**src/rtl/seq_det_pkg.sv**
```systemverilog
// Shared types and helpers for the multi-pattern sequence detector.
// Slot config is sized to a fixed ceiling so the struct can live here; MAX_N must not exceed MAX_N_LIM.
package seq_det_pkg;

   localparam int MAX_N_LIM = 64;
   localparam int LEN_LIM_W = 7;

   typedef struct packed {
      logic [MAX_N_LIM-1:0] pattern;
      logic [LEN_LIM_W-1:0] len;
      logic                 nonovl;
   } slot_cfg_t;

   function automatic int len_w(input int max_n);
      return $clog2(max_n + 1);
   endfunction

   function automatic logic [MAX_N_LIM-1:0] len_mask(input logic [LEN_LIM_W-1:0] len);
      logic [MAX_N_LIM-1:0] m;
      m = '0;
      for (int i = 0; i < MAX_N_LIM; i++)
         if (i < int'(len)) m[i] = 1'b1;
      return m;
   endfunction

endpackage

```
**src/rtl/seq_det_slot.sv**
```systemverilog
// One pattern slot: configuration registers, fresh-bit (since) counter and compare.
// o_match_next is combinational; the top registers it.
module seq_det_slot
   import seq_det_pkg::*;
#(
   parameter int MAX_N = 32,
   parameter int LEN_W = len_w(MAX_N)
) (
   input  logic             clk,
   input  logic             rst,
   input  logic             i_cfg_we,
   input  logic [MAX_N-1:0] i_cfg_pattern,
   input  logic [LEN_W-1:0] i_cfg_len,
   input  logic             i_cfg_nonovl,
   input  logic             i_flush,
   input  logic             i_bit_valid,
   input  logic [MAX_N-1:0] i_nsreg,
   output logic             o_match_next
);

   localparam logic [LEN_LIM_W-1:0] MAX_LEN = LEN_LIM_W'(MAX_N);
   localparam logic [LEN_LIM_W-1:0] ONE_L   = LEN_LIM_W'(1);
   localparam logic [LEN_W-1:0]     SINCE_MAX = LEN_W'(MAX_N);
   localparam logic [LEN_W-1:0]     ONE_S   = LEN_W'(1);

   slot_cfg_t            r_cfg;
   logic [LEN_W-1:0]     r_since;
   logic [MAX_N_LIM-1:0] w_mask;
   logic                 w_len_ok, w_bits_eq, w_fill_ok;

   assign w_mask    = len_mask(r_cfg.len);
   assign w_len_ok  = (r_cfg.len != '0) && (r_cfg.len <= MAX_LEN);
   assign w_bits_eq = ((MAX_N_LIM'(i_nsreg) ^ r_cfg.pattern) & w_mask) == '0;
   assign w_fill_ok = (LEN_LIM_W'(r_since) + ONE_L) >= r_cfg.len;

   // A slot being rewritten this cycle is judged against nothing.
   assign o_match_next = i_bit_valid && !i_flush && !i_cfg_we &&
                         w_len_ok && w_bits_eq && w_fill_ok;

   always_ff @(posedge clk or posedge rst) begin
      if (rst) begin
         r_cfg   <= '0;
         r_since <= '0;
      end else begin
         if (i_cfg_we) begin
            r_cfg.pattern <= MAX_N_LIM'(i_cfg_pattern);
            r_cfg.len     <= LEN_LIM_W'(i_cfg_len);
            r_cfg.nonovl  <= i_cfg_nonovl;
         end
         if (i_cfg_we || i_flush)
            r_since <= '0;
         else if (i_bit_valid) begin
            if (o_match_next && r_cfg.nonovl)
               r_since <= '0;
            else if (r_since != SINCE_MAX)
               r_since <= r_since + ONE_S;
         end
      end
   end

endmodule

```
**src/rtl/seq_detect_multi.sv**
```systemverilog
// Multi-pattern serial sequence detector: shared history shift register, NUM_PAT slots,
// registered match pulses with lowest-index ID, and a saturating total-match counter.
module seq_detect_multi
   import seq_det_pkg::*;
#(
   parameter int MAX_N   = 32,
   parameter int NUM_PAT = 4,
   parameter int CNT_W   = 16,
   localparam int LEN_W  = len_w(MAX_N),
   localparam int SEL_W  = (NUM_PAT > 1) ? $clog2(NUM_PAT) : 1
) (
   input  logic               clk,
   input  logic               rst,
   input  logic               i_cfg_we,
   input  logic [SEL_W-1:0]   i_cfg_sel,
   input  logic [MAX_N-1:0]   i_cfg_pattern,
   input  logic [LEN_W-1:0]   i_cfg_len,
   input  logic               i_cfg_nonovl,
   input  logic               i_flush,
   input  logic               i_cnt_clr,
   input  logic               i_bit_valid,
   input  logic               i_data_in,
   output logic [NUM_PAT-1:0] o_match,
   output logic               o_match_any,
   output logic [SEL_W-1:0]   o_match_id,
   output logic [CNT_W-1:0]   o_match_count
);

   localparam int PC_W  = $clog2(NUM_PAT + 1);
   localparam int SUM_W = ((CNT_W > PC_W) ? CNT_W : PC_W) + 1;
   localparam logic [SUM_W-1:0] SAT = {{(SUM_W-CNT_W){1'b0}}, {CNT_W{1'b1}}};

   logic [MAX_N-1:0]   r_sreg, w_nsreg;
   logic [NUM_PAT-1:0] r_match, w_match_next;
   logic [SEL_W-1:0]   r_id, w_id;
   logic [CNT_W-1:0]   r_count;
   logic [PC_W-1:0]    w_pop;
   logic [SUM_W-1:0]   w_sum;

   assign w_nsreg = {r_sreg[MAX_N-2:0], i_data_in};

   for (genvar i = 0; i < NUM_PAT; i++) begin : g_slot
      seq_det_slot #(.MAX_N(MAX_N), .LEN_W(LEN_W)) u_slot (
         .clk           (clk),
         .rst           (rst),
         .i_cfg_we      (i_cfg_we && (i_cfg_sel == SEL_W'(i))),
         .i_cfg_pattern (i_cfg_pattern),
         .i_cfg_len     (i_cfg_len),
         .i_cfg_nonovl  (i_cfg_nonovl),
         .i_flush       (i_flush),
         .i_bit_valid   (i_bit_valid),
         .i_nsreg       (w_nsreg),
         .o_match_next  (w_match_next[i])
      );
   end

   always_comb begin
      w_id = '0;
      for (int i = NUM_PAT - 1; i >= 0; i--)
         if (w_match_next[i]) w_id = SEL_W'(i);
   end

   // The counter accumulates the pulses already on the outputs, so it trails them by a cycle.
   always_comb begin
      w_pop = '0;
      for (int i = 0; i < NUM_PAT; i++)
         w_pop = w_pop + PC_W'(r_match[i]);
   end

   assign w_sum = SUM_W'(r_count) + SUM_W'(w_pop);

   always_ff @(posedge clk or posedge rst) begin
      if (rst) begin
         r_sreg  <= '0;
         r_match <= '0;
         r_id    <= '0;
         r_count <= '0;
      end else begin
         if (i_flush)
            r_sreg <= '0;
         else if (i_bit_valid)
            r_sreg <= w_nsreg;
         r_match <= w_match_next;
         r_id    <= w_id;
         if (i_cnt_clr)
            r_count <= '0;
         else if (w_sum > SAT)
            r_count <= '1;
         else
            r_count <= w_sum[CNT_W-1:0];
      end
   end

   assign o_match       = r_match;
   assign o_match_any   = |r_match;
   assign o_match_id    = r_id;
   assign o_match_count = r_count;

endmodule
```
**config.mk**
```make
export PLATFORM = sky130hd
export DESIGN_NAME = seq_detect_multi
export DESIGN_NICKNAME = d
export VERILOG_FILES = /design/src/rtl/seq_det_pkg.sv /design/src/rtl/seq_det_slot.sv /design/src/rtl/seq_detect_multi.sv
export SDC_FILE = /design/constraint.sdc
export NUM_CORES = 1
export LEC_CHECK = 0
export ABC_AREA = 1
export ABC_CLOCK_PERIOD_IN_PS = 3400
export CAP_MARGIN = 10
export CORE_MARGIN = 2
export CORE_UTILIZATION = 40
export DETAILED_ROUTE_END_ITERATION = 6
export SYNTH_ARGS = -nofsm -noshare
export SYNTH_HDL_FRONTEND = slang
export SYNTH_HIERARCHICAL = 1
export SYNTH_SLANG_ARGS = --single-unit
```
**constraint.sdc**
```tcl
create_clock -name clk -period 3.4 [get_ports clk]
set_input_delay 0.68 -clock clk [delete_from_list [all_inputs] [get_ports clk]]
set_output_delay 0.68 -clock clk [all_outputs]
set_load 0.05 [all_outputs]
```
==> flow_summary.ini, run 1 <==
[run_status]
outcome = finished clean

[detailed_routing]
wl_per_cell_um = 19.87
antenna_left = 0
routed-via-count = 11770
drtIter0Drc = 1042
viasPerCell = 5.323
finalWirelength_um = 43940
route.detailed.drc = 0
firstDrtPassIters = 6

[sta]
tns_ps = 0
grt_setup_unrepaired = false
clock_skew_ps = 10.43
finalCritPeriodShare_pct = 82.66
max_slew_margin_pct = 51.29
setup_viol = 0
fmax_ghz = 0.3558
min_period_ps = 2811
setup_ws_ps = 589.5
drv_slew = 0
tightest_slew_ps = 730.7
finalHoldViolCount = 0

[logic_synthesis]
synth_top_cell_area_share_pct = 42.18
netlist_area_um2 = 13820
synth_edf_count = 0
ys_seq_area_share_pct = 42.18
ys_top_cells_by_area = dfrtp_1 (42%), nand2_1 (12%), mux2_2 (9.5%)
netlist_instances = 1657
yosys_most_used_dff = dfrtp_1
ys_types = 32
yosysWarnings = 6
avgSynthCellArea_um2 = 8.342
syn_nets = 1742
ys_ff_latch = 233
async_reset_ff_share_pct = 100.0
yosysTopAreaCell = dfrtp_1

[power_and_ir_drop]
p_leak_uw = 0.007518
p_total_uw = 8586
p_per_area_nw_per_um2 = 534.4
vdd_drop_max_v = 0.0003497

[clocking]
cts_tree = built
insertion_delay_ps = 540
cts_num_sinks = 233
cts-resized-gates = 0
cts_made_buffers = 27
clockBufferDepth = 3
cts_setup_buffers = 0
clk_pin_slew_worst_paths_ps = 60
hold_buffers = 0
clockRootBuffer = clkbuf_16
htree_levels = 1

[critical_path]
crit_arrival_ps = 3290
cp_slowest_cell = fa_1
crit_family = adder cells
path_class = reg2reg
crit_buf_inv = 4
cpPeakStageDelay_ps = 560
crit_required_ps = 3880
end_kind = flip-flop
start_kind = flip-flop
cpMostUsedCell = inv_1
path_max_fanout = 15
path_cells = fa_1, inv_1, fa_1, inv_1, fa_1, inv_1, nor2_4, nand2_4, nor2_4, nand3_4, nand3_1, nand2_1, inv_1

[global_routing]
grt-ovfl-total = 0
grt_pass1_wl_um = 68510
busiest_layer = met2
use_met2_pct = 38.97
grt_max_degree = 50
grt_pass1_vias = 11470
use_met1_pct = 34.44
met3_usage_pct = 2.988
antenna_found_initial = 0
track_usage_pct = 24.87

[cells_and_area]
fin_cells = 2211
syn2layout_area_growth_pct = 16.23
nNetsFinal = 1821
antenna_cells = 0
drive_gt1_share_pct = 14.35

[placement]
gp_congestion = 0.9690
dp_slack_ps = 424.2
io_buffer_count = 70
dp.cells = 2162
hpwl_um = 32720

[floorplanning]
coreArea_um2 = 34290
initial_core_util_pct = 40.31
die_y_um = 189.9
die-width_um = 189.9
ios = 71
dieArea_um2 = 36060
num_rows = 68

[run]
cap_violations = 0

[worst_hold_path]
hold_path.class = in2async
==> cells in the final DEF, fill, tap and decap left out, types with 3 or more instances in the layout <==
| cell | netlist | layout |
|---|---|---|
| nor2_2 | 20 | 20 |
| or2_2 | 9 | 9 |
| o211ai_1 | 8 | 8 |
| nand3_1 | 192 | 192 |
| nand3b_1 | 8 | 8 |
| and2_1 | 5 | 5 |
| clkbuf_8 | 0 | 7 |
| clkinv_2 | 0 | 3 |
| xor2_1 | 119 | 119 |
| mux2_2 | 116 | 116 |
| dfrtp_1 | 233 | 233 |
| clkbuf_16 | 0 | 27 |
| nor2_4 | 11 | 11 |
| buf_12 | 0 | 4 |
| buf_4 | 4 | 11 |
| a21oi_2 | 6 | 6 |
| bufinv_16 | 0 | 4 |
| clkdlybuf4s50_1 | 0 | 70 |
| nand2_1 | 435 | 435 |
| ha_1 | 34 | 34 |
| clkbuf_1 | 18 | 6 |
| clkinv_1 | 4 | 4 |
| inv_2 | 8 | 13 |
| nand4_1 | 17 | 17 |
| xnor2_1 | 4 | 4 |
| a21oi_1 | 15 | 15 |
| nand2_2 | 5 | 5 |
| nor3_2 | 0 | 4 |
| inv_1 | 170 | 165 |
| nor2_1 | 74 | 74 |
| o21ai_0 | 101 | 101 |
| nor3_1 | 14 | 10 |
| fa_1 | 3 | 3 |
| nand3_2 | 8 | 8 |
==> cell type report <==
type	count	area, um2
inverter	182	683.2
timing repair buffer	85	863.3
clock inverter	9	150.1
sequential	233	5831
tap	455	569.3
multi-input combinational	1207	7174
clock buffer	40	794.5
fill	3387	18220
==> routing by layer <==
layer  vias to the layer above  share of wire, %
met2                       448                44
met3                        96               6.5
li1                       5536                 -
met5                         -                 0
met1                      5690                44
met4                         0               5.2
==> power breakdown <==
| group | leakage, uW | internal [uW] | switching, uW |
|---|---|---|---|
| registers | 0.00293 | 3130 | 317 |
| logic | 0.00413 | 750 | 1290 |
| clock network | 0.000459 | 1910 | 1190 |
| total | 0.00752 | 5790 | 2800 |
==> per-stage QoR <==
stage          utilization [%]  hold slack (ps)  cell area [um2]
6_report                 46.85            506.7            16070
5_1_grt                  46.85            533.3            16070
4_1_cts                  46.85            494.8            16070
3_5_place_dp             44.10            492.6            15120
3_3_place_gp             44.10            482.1            15120
2_1_floorplan                -            463.6            13820
==> final timing paths <==
kind	start	end	slack [ps]	cells past startpoint
worst max-delay path	o_match[0]	o_match_count[9]	590	13
worst min-delay path	rst	g_slot[0].u_slot/r_cfg[24]	510	2
max in group asynchronous	rst	g_slot[2].u_slot/r_cfg[37]	2000	3
min in group clk	g_slot[1].u_slot/r_since[4]	g_slot[1].u_slot/r_since[4]	520	2
worst min register to register	g_slot[1].u_slot/r_since[4]	g_slot[1].u_slot/r_since[4]	520	2
worst max register to register	o_match[0]	o_match_count[9]	590	13
==> synthesized netlist by cell type, types with 5 or more instances <==
| cell type | number |
|---|---|
| a21oi_1 | 15 |
| a21oi_2 | 6 |
| and2_1 | 5 |
| buf_1 | 12 |
| clkbuf_1 | 18 |
| dfrtp_1 | 233 |
| ha_1 | 34 |
| inv_1 | 170 |
| inv_2 | 8 |
| mux2_2 | 116 |
| nand2_1 | 435 |
| nand2_2 | 5 |
| nand3_1 | 192 |
| nand3_2 | 8 |
| nand3b_1 | 8 |
| nand4_1 | 17 |
| nor2_1 | 74 |
| nor2_2 | 20 |
| nor2_4 | 11 |
| nor3_1 | 14 |
| o211ai_1 | 8 |
| o21ai_0 | 101 |
| or2_2 | 9 |
| xor2_1 | 119 |
==> cells by family (layout without fill, tap and decap cells) <==
group	after synthesis	count (layout)	synth area share (%)
flip-flops	233	233	42.18
buffers and inverters	217	316	6.056
adder cells (fa/ha/maj)	37	37	3.512
AND/OR/NAND/NOR	800	800	25.93
AO/OA/AOI/OAI	131	131	5.069
multiplexers	116	116	9.451
XOR/XNOR	123	123	7.794
==> state kept, by name (all words and copies together) (netlist names) <==
register and cells:
o_match_id 2, g_slot.u_slot/r_since 24, o_match 4, o_match_count 16
g_slot.u_slot/r_cfg 156, r_sreg 31
Note: power is estimated with default switching activity, not from simulation.
==> inputs of run 2 (changes only) <==
--- a/config.mk
+++ b/config.mk
@@ -6,7 +6,7 @@
 export NUM_CORES = 1
 export LEC_CHECK = 0
 export ABC_AREA = 1
-export ABC_CLOCK_PERIOD_IN_PS = 3400
+export ABC_CLOCK_PERIOD_IN_PS = 2360
 export CAP_MARGIN = 10
 export CORE_MARGIN = 2
 export CORE_UTILIZATION = 40
==> constraint.sdc (replaced) <==
create_clock -name clk -period 2.36 [get_ports clk]
set_input_delay 0.472 -clock clk [delete_from_list [all_inputs] [get_ports clk]]
set_output_delay 0.472 -clock clk [all_outputs]
set_load 0.05 [all_outputs]
==> flow_summary.ini, run 2 (synthesis results as in run 1) <==
[clocking]
clk_pin_slew_worst_paths_ps = 60
clockRootBuffer = clkbuf_16
hold_buffers = 0
cts_made_buffers = 28
clockBufferDepth = 3
cts_num_sinks = 233
cts_tree = built
htree_levels = 1
insertion_delay_ps = 560

[sta]
finalHoldViolCount = 0
clock_skew_ps = 25.28
setup_ws_ps = -121.9
fmax_ghz = 0.4029
setup_viol = 16
max_slew_margin_pct = 52.02
finalCritPeriodShare_pct = 105.2
tightest_slew_ps = 719.7
drv_slew = 0
min_period_ps = 2482
grt_setup_unrepaired = true

[detailed_routing]
wl_per_cell_um = 19.24
antenna_left = 0
routed-via-count = 12150
finalWirelength_um = 44430
route.detailed.drc = 0
drtIter0Drc = 1175
viasPerCell = 5.264
firstDrtPassIters = 5

[global_routing]
grt_max_degree = 50
use_met2_pct = 39.25
met3_usage_pct = 3.302
antenna_found_initial = 0
use_met1_pct = 33.46
track_usage_pct = 24.46
grt_pass1_wl_um = 68060
busiest_layer = met2
grt-ovfl-total = 0
grt_pass1_vias = 11640

[worst_hold_path]
hold_path.class = in2async

[critical_path]
worstSetupEndpoint = o_match_count[9]
crit_arrival_ps = 2970
timing.rr.end = o_match_count[9]
r2r_slack_ps = -120
crit_required_ps = 2840
path_class = reg2reg
end_kind = flip-flop
cpPeakStageDelay_ps = 530
start_kind = flip-flop
ff2ff_path_depth = 13
cp_slowest_cell = fa_1
r2r-start = o_match[1]
worstSetupStartpoint = o_match[1]
path_max_fanout = 8
path_cells = fa_1, inv_1, fa_2, inv_2, fa_2, inv_2, nor2_4, nand2_4, nor2_4, nand3_4, nand3_2, nand2_1, inv_1

[run]
cap_violations = 0

[run_status]
violations = setup timing
outcome = finished with violations

[cells_and_area]
final_cell_mix = nand2_1 (412), dfrtp_1 (215), nand3_1 (182)
final_common_cell = nand2_1
antenna_cells = 0
syn2layout_area_growth_pct = 25.60
drive_gt1_share_pct = 24.22
nNetsFinal = 1917
largest-register = g_slot.u_slot/r_cfg
reg_top3 = g_slot.u_slot/r_cfg: 156 flops, r_sreg: 31 flops, g_slot.u_slot/r_since: 24 flops
final_util_pct = 50.63
largest_reg_flops = 156

[floorplanning]
die-width_um = 189.9
ios = 71
coreArea_um2 = 34290
dieArea_um2 = 36060
num_rows = 68
initial_core_util_pct = 40.31
die_y_um = 189.9

[power_and_ir_drop]
p_total_uw = 12800
vdd_drop_max_v = 0.0005785
p_leak_uw = 0.008149
p_per_area_nw_per_um2 = 737.3

[placement]
io_buffer_count = 70
gp_congestion = 0.9208
hpwl_um = 32270
dp_slack_ps = -381.0
run 2: changes by cell type in the layout (fill, tap and decap cells not counted), moves of 12 or more:
cell	before	now
nand2_1	435	412
dfrtp_1	233	215
nand2_2	5	23
buf_4	11	95
inv_2	13	25
dfrtp_2	0	18
inv_1	165	152
run 2: area by class of cell:
class	count	area, um2
Clock buffer	38	798.3
Clock inverter	14	191.4
Fill cell	3211	16930
Inverter	182	689.4
Multi-Input combinational cell	1209	7629
Sequential cell	233	5853
Tap cell	455	569.3
Timing Repair Buffer	178	1630
run 2: metal layers:
metal / wire [um] / share of wire (%) / up-vias
li1: - / - / 5735
met1: 19400 / 44 / 5911
met5: 0 / 0 / -
met2: 20430 / 46 / 424
met4: 1927 / 4.3 / 0
met3: 2670 / 6.0 / 84
run 2: critical path: cells and delay by family, from the launching register on:
family | cells | cell delay [ps]
adder cells (fa/ha/maj) | 3 | 1080
buffers and inverters | 4 | 230
flip-flops | 1 | 410
AND/OR/NAND/NOR | 6 | 720
run 2: worst min path at each step:
stage | from | end | slack (ps) | depth (start not counted)
global placement | g_slot[1].u_slot/r_since[4] | g_slot[1].u_slot/r_since[4] | 500 | 2
finish | rst | g_slot[1].u_slot/r_since[4] | 340 | 2
detailed placement | g_slot[0].u_slot/r_since[4] | g_slot[0].u_slot/r_since[4] | 500 | 2
CTS | rst | g_slot[1].u_slot/r_since[2] | 310 | 2
floorplan | g_slot[0].u_slot/r_since[4] | g_slot[0].u_slot/r_since[4] | 460 | 2
global route | rst | g_slot[1].u_slot/r_since[4] | 370 | 2
run 2: stage by stage:
| stage | area (um2) | instances | TNS (ps) | hold WS (ps) |
|---|---|---|---|---|
| 2_1_floorplan | 13830 | 1657 | -2623 | 463.6 |
| 3_3_place_gp | 15550 | 2215 | -12410 | 499.2 |
| 3_5_place_dp | 15550 | 2215 | -16310 | 502.0 |
| 4_1_cts | 16630 | 2273 | -1227 | 311.5 |
| 5_1_grt | 17360 | 2309 | -5186 | 372.1 |
| 6_report | 17360 | 2309 | -1185 | 339.6 |
run 2: power breakdown:
part / switching (uW) / internal, uW / total [uW]
Combinational: 1930 / 1300 / 3230
Clock: 1790 / 2810 / 4600
Sequential: 459 / 4520 / 4970
run 2: repair_timing:
action | CTS | global route
buffers inserted | 5 | 35
gates cloned | 1 | 1
setup endpoints to repair | 19 | 47
resized for setup | 14 | 118
pin swaps | 10 | 50
==> inputs of run 3 (changes only) <==
--- a/config.mk
+++ b/config.mk
@@ -9,8 +9,9 @@
 export ABC_CLOCK_PERIOD_IN_PS = 2360
 export CAP_MARGIN = 10
 export CORE_MARGIN = 2
-export CORE_UTILIZATION = 40
+export CORE_UTILIZATION = 55
 export DETAILED_ROUTE_END_ITERATION = 6
+export PLACE_DENSITY = 0.77
 export SYNTH_ARGS = -nofsm -noshare
 export SYNTH_HDL_FRONTEND = slang
 export SYNTH_HIERARCHICAL = 1
==> flow_summary.ini, run 3 (synthesis results as in run 1) <==
[placement]
dp_slack_ps = -385.8
gp_congestion = 1.059
io_buffer_count = 70
hpwl_um = 31230
placed_area_um2 = 15350

[detailed_routing]
drtIter0Drc = 1221
routed-via-count = 12590
firstDrtPassIters = 7
antenna_left = 0
finalWirelength_um = 43770
wl_per_cell_um = 20.28
viasPerCell = 5.835
route.detailed.drc = 5

[cells_and_area]
largest_reg_flops = 156
antenna_cells = 0
syn2layout_area_growth_pct = 21.81
drive_gt1_share_pct = 21.94
final_cell_mix = nand2_1 (425), dfrtp_1 (216), nand3_1 (183)
largest-register = g_slot.u_slot/r_cfg
final_cell_area_um2 = 16840
final_common_cell = nand2_1
nNetsFinal = 1893
reg_top3 = g_slot.u_slot/r_cfg: 156 flops, r_sreg: 31 flops, g_slot.u_slot/r_since: 24 flops

[sta]
setup_ws_ps = -109.5
drv_slew = 0
tns_ps = -1154
finalHoldViolCount = 0
max_slew_margin_pct = 49.88
finalCritPeriodShare_pct = 104.6
clock_skew_ps = 11.69
grt_setup_unrepaired = true
fmax_ghz = 0.4049
min_period_ps = 2470
tightest_slew_ps = 751.8
setup_viol = 16

[power_and_ir_drop]
vdd_drop_max_v = 0.0006062
p_total_uw = 12430
p_leak_uw = 0.007926
p_per_area_nw_per_um2 = 738.1

[critical_path]
cpPeakStageDelay_ps = 530
crit_buf_inv = 4
crit_required_ps = 2860
end_kind = flip-flop
r2r_slack_ps = -110
path_max_fanout = 8
path_class = reg2reg
crit_family = adder cells
start_kind = flip-flop
cp_slowest_cell = fa_1
path_cells = fa_1, inv_1, fa_2, inv_2, fa_2, inv_2, nor2_4, nand2_4, nor2_4, nand3_4, nand3_2, nand2_1, inv_1
crit_arrival_ps = 2970

[floorplanning]
ios = 71
die-width_um = 162.5
num_rows = 58
die_y_um = 162.5
dieArea_um2 = 26410
initial_core_util_pct = 55.53
coreArea_um2 = 24890

[global_routing]
met3_usage_pct = 7.028
grt-ovfl-total = 0
use_met1_pct = 41.86
grt_pass1_wl_um = 66500
grt_max_degree = 50
busiest_layer = met2
track_usage_pct = 32.95
use_met2_pct = 51.90
antenna_found_initial = 0
grt_pass1_vias = 12020

[clocking]
cts_tree = built
htree_levels = 1
clockRootBuffer = clkbuf_16
insertion_delay_ps = 550
cts_num_sinks = 233
clk_pin_slew_worst_paths_ps = 60
clockBufferDepth = 3
cts_made_buffers = 26
hold_buffers = 0

[run_status]
outcome = finished with violations
violations = DRC, setup timing

[run]
cap_violations = 0

[worst_hold_path]
hold_path.class = in2async
run 3: cell count changes in the layout (fill, tap and decap cells not counted), moves of 6 or more:
cell	previous run	this run
buf_4	95	81
nand2_1	412	425
nand2_2	23	13
nor2_2	20	11
buf_6	7	1
nor2_4	16	22
run 3: final timing paths:
kind,start,endpoint,cells past startpoint
max reg2reg,o_match[1],o_match_count[9],13
min,rst,g_slot[3].u_slot/r_cfg[39],2
max in group asynchronous,rst,r_sreg[21],3
min reg2reg,g_slot[3].u_slot/r_since[4],g_slot[3].u_slot/r_since[4],2
max,o_match[1],o_match_count[9],13
min in group clk,g_slot[3].u_slot/r_since[4],g_slot[3].u_slot/r_since[4],2
run 3: layout make-up:
| type | instances | area [um2] |
|---|---|---|
| Fill cell | 1943 | 8055 |
| Inverter | 182 | 689.4 |
| Multi-Input combinational cell | 1209 | 7577 |
| Sequential cell | 233 | 5852 |
| Clock buffer | 38 | 775.7 |
| Clock inverter | 10 | 116.4 |
| Tap cell | 330 | 412.9 |
| Timing Repair Buffer | 156 | 1413 |
run 3: report_power, final:
group          internal, uW  total [uW]  switching [uW]
Clock                  2490        4190            1700
Sequential             4510        5000             485
Combinational          1270        3240            1960
Total                  8280       12400            4150
run 3: worst reg2reg max path, delay by kind of cell, from the launching register on:
family,cells,cell delay [ps]
buffers and inverters,4,220
flip-flops,1,410
AND/OR/NAND/NOR,6,720
adder cells (fa/ha/maj),3,1070
run 3: timing repair:
action | in CTS | in global routing
setup buffers | 3 | 16
resized for setup | 11 | 87
gates cloned | 1 | 1
endpoints found under the setup margin | 20 | 45
pin swaps | 9 | 37
run 3: through the flow:
| stage | hold slack (ps) | std cells | utilization, % |
|---|---|---|---|
| 5_1_grt | 446.5 | 2158 | 67.64 |
| 4_1_cts | 409.8 | 2141 | 65.51 |
| 3_3_place_gp | 482.3 | 2089 | 61.66 |
| 3_5_place_dp | 493.1 | 2089 | 61.66 |
| 2_1_floorplan | 463.6 | 1657 | - |
| 6_report | 411.4 | 2158 | 67.64 |
run 3: metal layers:
metal	vias up	wire [um]
met2	701	19550
met3	206	4210
li1	5694	-
met1	5992	16700
met4	0	3312
met5	-	0
